$ cat config.mk
export PLATFORM = sky130hd
export DESIGN_NAME = shift_mix_stage
export DESIGN_NICKNAME = d
export VERILOG_FILES = /design/src/rtl/shift_mix_stage.sv
export SDC_FILE = /design/constraint.sdc
export NUM_CORES = 1
export LEC_CHECK = 0
export ABC_CLOCK_PERIOD_IN_PS = 2000
export BUFFER_PORTS_ARGS = -buffer_cell sky130_fd_sc_hd__clkbuf_2
export CAP_MARGIN = 20
export CORE_AREA = 2 2 139 141
export DETAILED_ROUTE_END_ITERATION = 10
export DIE_AREA = 0 0 141 143
export GPL_ROUTABILITY_DRIVEN = 0
export PLACE_DENSITY = 0.86
export SYNTH_ARGS = -nofsm -noshare
export SYNTH_HDL_FRONTEND = slang
export SYNTH_SLANG_ARGS = --single-unit
export TNS_END_PERCENT = 20
$ cat constraint.sdc
create_clock -name clk -period 2 [get_ports clk]
set_clock_uncertainty 0.05 [all_clocks]
set_input_delay 0.2 -clock clk [delete_from_list [all_inputs] [get_ports clk]]
set_output_delay 0.2 -clock clk [all_outputs]
set_load 0.02 [all_outputs]
$ cat src/rtl/shift_mix_stage.sv
// ---------------------------------------------------------------------------
// shift_mix_stage
//
// One AES round slice placed between SubBytes and AddRoundKey. It applies
// ShiftRows to the incoming 128-bit state and then MixColumns, unless the
// word is flagged as the final round. In that case only ShiftRows is applied.
//
// Byte order: byte 0 is data[127:120]. Byte k is state s[k%4][k/4], so the
// state is column-major and each 32-bit column is contiguous.
//
// Ports
//   clk       : single clock; all state updates happen on the rising edge
//   rst       : asynchronous, active-low reset
//   data_in   : SubBytes output state (128 bits)
//   i_en      : input valid
//   i_last    : final-round flag, travels with data_in
//   i_ready   : stage can accept a word this cycle
//   data_out  : ShiftRows(+MixColumns) result, same byte order
//   o_valid   : data_out valid; held until consumed
//   o_ready   : downstream accepts
//   o_last    : i_last carried alongside data_out
//
// Handshake: a word moves across an interface on a rising edge where valid
// and ready are both 1. Valid never depends on ready. While valid is high
// and ready is low, the offered data, last flag and valid stay unchanged.
// Each register stage accepts when it is empty or when it is being drained
// in the same cycle, so the stage sustains one word per cycle.
//
// Configuration macro SHIFT_MIX_PIPE_EN:
//   undefined : one register stage, latency 1
//   defined   : ShiftRows registered in stage 1, MixColumns/bypass in
//               stage 2, latency 2; the output sequence is identical
// ---------------------------------------------------------------------------
module shift_mix_stage (
    input  logic         clk,
    input  logic         rst,
    input  logic [127:0] data_in,
    input  logic         i_en,
    input  logic         i_last,
    output logic         i_ready,
    output logic [127:0] data_out,
    output logic         o_valid,
    input  logic         o_ready,
    output logic         o_last
);

    // Multiply by {02} in GF(2^8), reduced modulo 0x11B.
    function automatic logic [7:0] xtime(input logic [7:0] b);
        return {b[6:0], 1'b0} ^ (b[7] ? 8'h1b : 8'h00);
    endfunction

    // Row r of the output takes column (c + r) % 4 of the input, which
    // rotates row r left by r byte positions.
    function automatic logic [127:0] shift_rows(input logic [127:0] s);
        logic [127:0] t;
        t = '0;
        for (int c = 0; c < 4; c++) begin
            for (int r = 0; r < 4; r++) begin
                t[127 - 8*(r + 4*c) -: 8] = s[127 - 8*(r + 4*((c + r) % 4)) -: 8];
            end
        end
        return t;
    endfunction

    // Circulant {02,03,01,01}. {03}*a is written as xtime(a) ^ a.
    function automatic logic [31:0] mix_column(input logic [31:0] col);
        logic [7:0] a0, a1, a2, a3;
        logic [7:0] b0, b1, b2, b3;
        a0 = col[31:24];
        a1 = col[23:16];
        a2 = col[15:8];
        a3 = col[7:0];
        b0 = xtime(a0) ^ xtime(a1) ^ a1 ^ a2 ^ a3;
        b1 = a0 ^ xtime(a1) ^ xtime(a2) ^ a2 ^ a3;
        b2 = a0 ^ a1 ^ xtime(a2) ^ xtime(a3) ^ a3;
        b3 = xtime(a0) ^ a0 ^ a1 ^ a2 ^ xtime(a3);
        return {b0, b1, b2, b3};
    endfunction

    function automatic logic [127:0] mix_columns(input logic [127:0] s);
        logic [127:0] t;
        t = '0;
        for (int c = 0; c < 4; c++) begin
            t[127 - 32*c -: 32] = mix_column(s[127 - 32*c -: 32]);
        end
        return t;
    endfunction

`ifdef SHIFT_MIX_PIPE_EN

    logic [127:0] sr_q;     // stage 1: ShiftRows result
    logic         last1_q;
    logic         v1_q;
    logic [127:0] out_q;    // stage 2: MixColumns or bypass result
    logic         last2_q;
    logic         v2_q;
    logic         ready2;

    assign ready2  = !v2_q || o_ready;
    assign i_ready = !v1_q || ready2;

    always_ff @(posedge clk or negedge rst) begin
        if (!rst) begin
            sr_q    <= '0;
            last1_q <= 1'b0;
            v1_q    <= 1'b0;
        end else if (i_ready) begin
            v1_q <= i_en;
            if (i_en) begin
                sr_q    <= shift_rows(data_in);
                last1_q <= i_last;
            end
        end
    end

    always_ff @(posedge clk or negedge rst) begin
        if (!rst) begin
            out_q   <= '0;
            last2_q <= 1'b0;
            v2_q    <= 1'b0;
        end else if (ready2) begin
            v2_q <= v1_q;
            if (v1_q) begin
                out_q   <= last1_q ? sr_q : mix_columns(sr_q);
                last2_q <= last1_q;
            end
        end
    end

    assign data_out = out_q;
    assign o_last   = last2_q;
    assign o_valid  = v2_q;

`else

    logic [127:0] sr_comb;
    logic [127:0] out_q;
    logic         last_q;
    logic         v_q;

    assign sr_comb = shift_rows(data_in);
    assign i_ready = !v_q || o_ready;

    always_ff @(posedge clk or negedge rst) begin
        if (!rst) begin
            out_q  <= '0;
            last_q <= 1'b0;
            v_q    <= 1'b0;
        end else if (i_ready) begin
            v_q <= i_en;
            if (i_en) begin
                out_q  <= i_last ? sr_comb : mix_columns(sr_comb);
                last_q <= i_last;
            end
        end
    end

    assign data_out = out_q;
    assign o_last   = last_q;
    assign o_valid  = v_q;

`endif

endmodule

### After elaboration in Yosys (flattened, before gate mapping)

Cells that the tools add are included.

* bitwise operators: 80
* reductions and logical operators: 3
* mux-type cells: 17

Operator list (count)
* 8-bit bitwise XOR: 66
* 128-bit 2-to-1 mux: 1
* 8-bit by 5-bit bitwise XOR with 8-bit output: 14
* 5-bit 2-to-1 mux: 16
* 2-bit AND reduction: 1
* 1-bit zero test: 1
* 1-bit logical OR: 1

* bits of input ports: 133
* output and inout port bits: 131
* logic and storage cells: 103
* register bits: 130

### Longest topological paths before layout

* word-level depth: 7
* gate-level depth with buffers: 7

### Worst setup path before layout

OpenSTA, ideal clock, no wires.

* path kind: register -> register
* start point: register v_q, in the netlist o_valid
* end point: register out_q[108], in the netlist data_out[108]
* clock period less this slack: 1681 ps
* slack: 319 ps
* path buffers: 2
* data arrival time: 1544 ps
* stages on the path, launching flop included: 7
* cell sequence: dfrtp_1 -> nand2b_1 -> and2_1 -> buf_2 -> clkbuf_1 -> nand3_1 -> o211ai_1

* longest elaborated chain between the ends: 3

RTL lines
* start: declaration: line 139 `logic v_q;`
* start signal: assignment: line 150 `v_q <= i_en;`
* 1-bit zero test: line 142 `assign i_ready = !v_q || o_ready;`
* 1-bit logical OR: line 142
* named net i_ready: line 40 `output logic i_ready,`
* 2-bit AND reduction (no line)
* end signal: assignment: line 152 `out_q <= i_last ? sr_comb : mix_columns(sr_comb);`
* end: declaration: line 137 `logic [127:0] out_q;`

The timed path passes the listed nets, and every way through them passes these cells.
A chain may end at the register's enable or synchronous reset.

### Final worst setup path

* start point: register v_q, in the netlist o_valid
* end point: register out_q[38], in the netlist data_out[38]

* longest elaborated chain between the ends: 3

RTL lines (line)
* 1-bit zero test: 142
* 1-bit logical OR: 142
* 2-bit AND reduction (no line)

No other way between the ends.

==> impl_results.md <==
* Leakage power at 0.00509 µW
* Die height at 143 µm
* Detailed-router iteration count before antenna repair at 5
* Critical-path cell list: nand2b_1 > and2_4 > buf_4 > nand3_1 > o211ai_1
* WL final at 28,200 µm
* Tmin final at 1690 ps
* Final WS setup at 311 ps
* Top post-synthesis cells by area: dfrtp_1 33%, xnor2_1 27%, o211ai_1 9.0%
* Die Wd at 141 µm
* Ratio of final minimum period to clock period at 84.4%
* Pre-CTS WS at 347 ps
* Die area at between 0.02 and 0.025 mm²
* CP Buf/Inv Count at 1
* Crit path to: data_out[38]
* Post-Syn Instances at 1,041
* Row Count at 50
* RR Startpoint: o_valid
* Synthesized area per cell at 9.53 µm²
* IO Pins at roughly 260
* Overflow after GRT at 0
* CTS root buf: clkbuf_16
* Max stage delay cell, worst path: buf_4
* Hold buffers post-CTS at 2
* R2R Path End: data_out[38]
* Clock Tree Buf Depth at 2
* Core Util, Final at between 60 and 70%
* Max Fclk at 592 MHz
* Slew HR at 59.9%
* Final hold viol count at 0
* CTS Buf Count at 17
* Final Setup Violations at 0
* #FFs+latches synth at 130
* H-tree levels at 4
* First-pass GRT wire length at 45,200 µm
* Vias in the first global route at 8,695
* Initial drt markers at between 500 and 600
* Setup bufs post-CTS at 0
* Largest net degree at the start of global routing at 131
* Area growth syn-to-layout at 20.7%
* ANT cells at 0
* Clock insertion delay at the later pin of the skew report at roughly 420 ps
* Worst Setup SP: o_valid
* Slew @ Worst Pin at about 600 ps
* ANT nets after route at 0
* Ys Warns at 0
* CTS resizes at 0
* Netlist Area Pre-Place at 0.00992 mm²
* CP peak stage delay at 440 ps
* GR Util All Layers at 28.4%
* R2R depth at 5
* VDD IR max at 0.529 mV
* Number of port buffers at 263
* CP Depth at 5
* Fin nets at about 1,400
* Total power at 11,100 µW
* DRC viols at 0
* Routed vias/inst at around 5.7
* RSZ-0062 raised after global routing: no
* Fill cells at 1,462
* Crit end category: flip-flop
* Final max-slew violation count at 0
* Synthesized Nets at 1,174
* Core area at between 0.015 and 0.02 mm²
* Pwr dens at 930 mW/mm²
* Type of the worst setup path: reg2reg
* Post-DP HPWL at 20,500 µm
* Status: completed
* TritonCTS Sinks at 130
* Routed vias at 8,533
* WP data arrival at 1960 ps
* Max Cap Viol at 0
* Initial antenna violation count at 0
* Top cell type's share of synthesized area at 32.8%
* Starting Density at 53.4%
* Synth area leader: dfrtp_1
* Worst setup SP type: flip-flop
* Worst Hold Class: in2reg
* Worst Path Max Fanout at 46
* Post-DR wirelength/cell at 18.7 µm
* CTS tree: yes
* CP required at 2270 ps
* Cell family with most CP delay: simple AND/OR/NAND/NOR gates
* R2R setup slack at 310 ps
* Seq/Total Area, Yosys at 32.8%
* Synth cell types at 22
* Clock transition at path regs at 60 ps
* Setup TNS at 0 ps
* Layout cells sized above 1 at 27.9%
==> worst min-delay path by stage <==
stage | startpoint | slack [ps] | end | depth (start not counted)
floorplan | rst | -150 | data_out[0] | 0
global placement | rst | 110 | data_out[48] | 1
detailed placement | rst | 110 | data_out[48] | 1
CTS | data_in[51] | 40 | data_out[83] | 3
global route | data_in[36] | 40 | data_out[4] | 3
finish | data_in[51] | 50 | data_out[83] | 3
==> synthesized netlist by cell type (all sizes together) <==
library cell  count
nor2              1
and2              3
and3              2
xor2             93
nand2           130
clkbuf           24
nand3           126
dfrtp           130
nand2b            3
xnor2           340
a211o             2
inv               5
buf              56
o211ai          126
==> worst reg2reg max path, stage by stage (launching register included) <==
cell	delay, ps
dfrtp_1	380
nand2b_1	180
and2_4	220
buf_4	440
nand3_1	170
o211ai_1	140
==> layout by cell type (no fill, tap or decap), drive strengths merged <==
cell type	netlist	final
a211o	2	2
and2	3	3
and3	2	2
buf	56	19
bufinv	0	2
clkbuf	24	279
clkinv	0	8
clkinvlp	0	4
dfrtp	130	130
dlygate4sd3	0	2
inv	5	5
nand2	130	130
nand2b	3	3
nand3	126	126
nor2	1	1
o211ai	126	126
xnor2	340	340
xor2	93	93
==> logic make-up after synthesis <==
| group | count (synthesis) | synth area share (%) |
|---|---|---|
| AO/OA/AOI/OAI | 128 | 10.1 |
| XOR/XNOR | 433 | 41.2 |
| buffers and inverters | 85 | 4.10 |
| flip-flops | 130 | 32.8 |
| AND/OR/NAND/NOR | 265 | 11.8 |
==> registers in the layout, summed over array words and instances, names as in the netlist <==
name and cells:
data_out 128, o_valid 1, o_last 1
==> through the flow <==
stage / area [µm²] / hold slack (ps) / std cells
global placement: 11400 / 106 / 1475
global route: 12000 / 41.4 / 1509
CTS: 12000 / 36.5 / 1509
finish: 12000 / 48.3 / 1509
floorplan: 9920 / -146 / 1041
detailed placement: 11400 / 115 / 1475
==> where the power goes <==
| group | leakage (µW) | switching (µW) | internal [µW] |
|---|---|---|---|
| clock | 0.000271 | 1240 | 1830 |
| combinational | 0.00322 | 2660 | 1860 |
| sequential | 0.00160 | 352 | 3190 |
| total | 0.00509 | 4260 | 6880 |
==> final cells by class <==
cell class	instances	area, µm²	area share [%]
multi-input cells	826	6280	52.4
flip-flops and latches	130	3250	27.2
repair buffers	282	1560	13.0
clock buffers	18	429	3.58
well taps	234	293	2.44
clock inverters	14	141	1.18
inverters	5	18.8	0.157
==> layer usage <==
metal | wire length (µm) | GRT usage [%] | vias to the layer above
li1 | - | - | 3913
met1 | 11500 | 35.8 | 4164
met2 | 13700 | 47.1 | 391
met3 | 2160 | 6.57 | 65
met4 | 857 | 11.8 | 0
met5 | 0 | 0 | -
(Power assumes the default switching activity.)
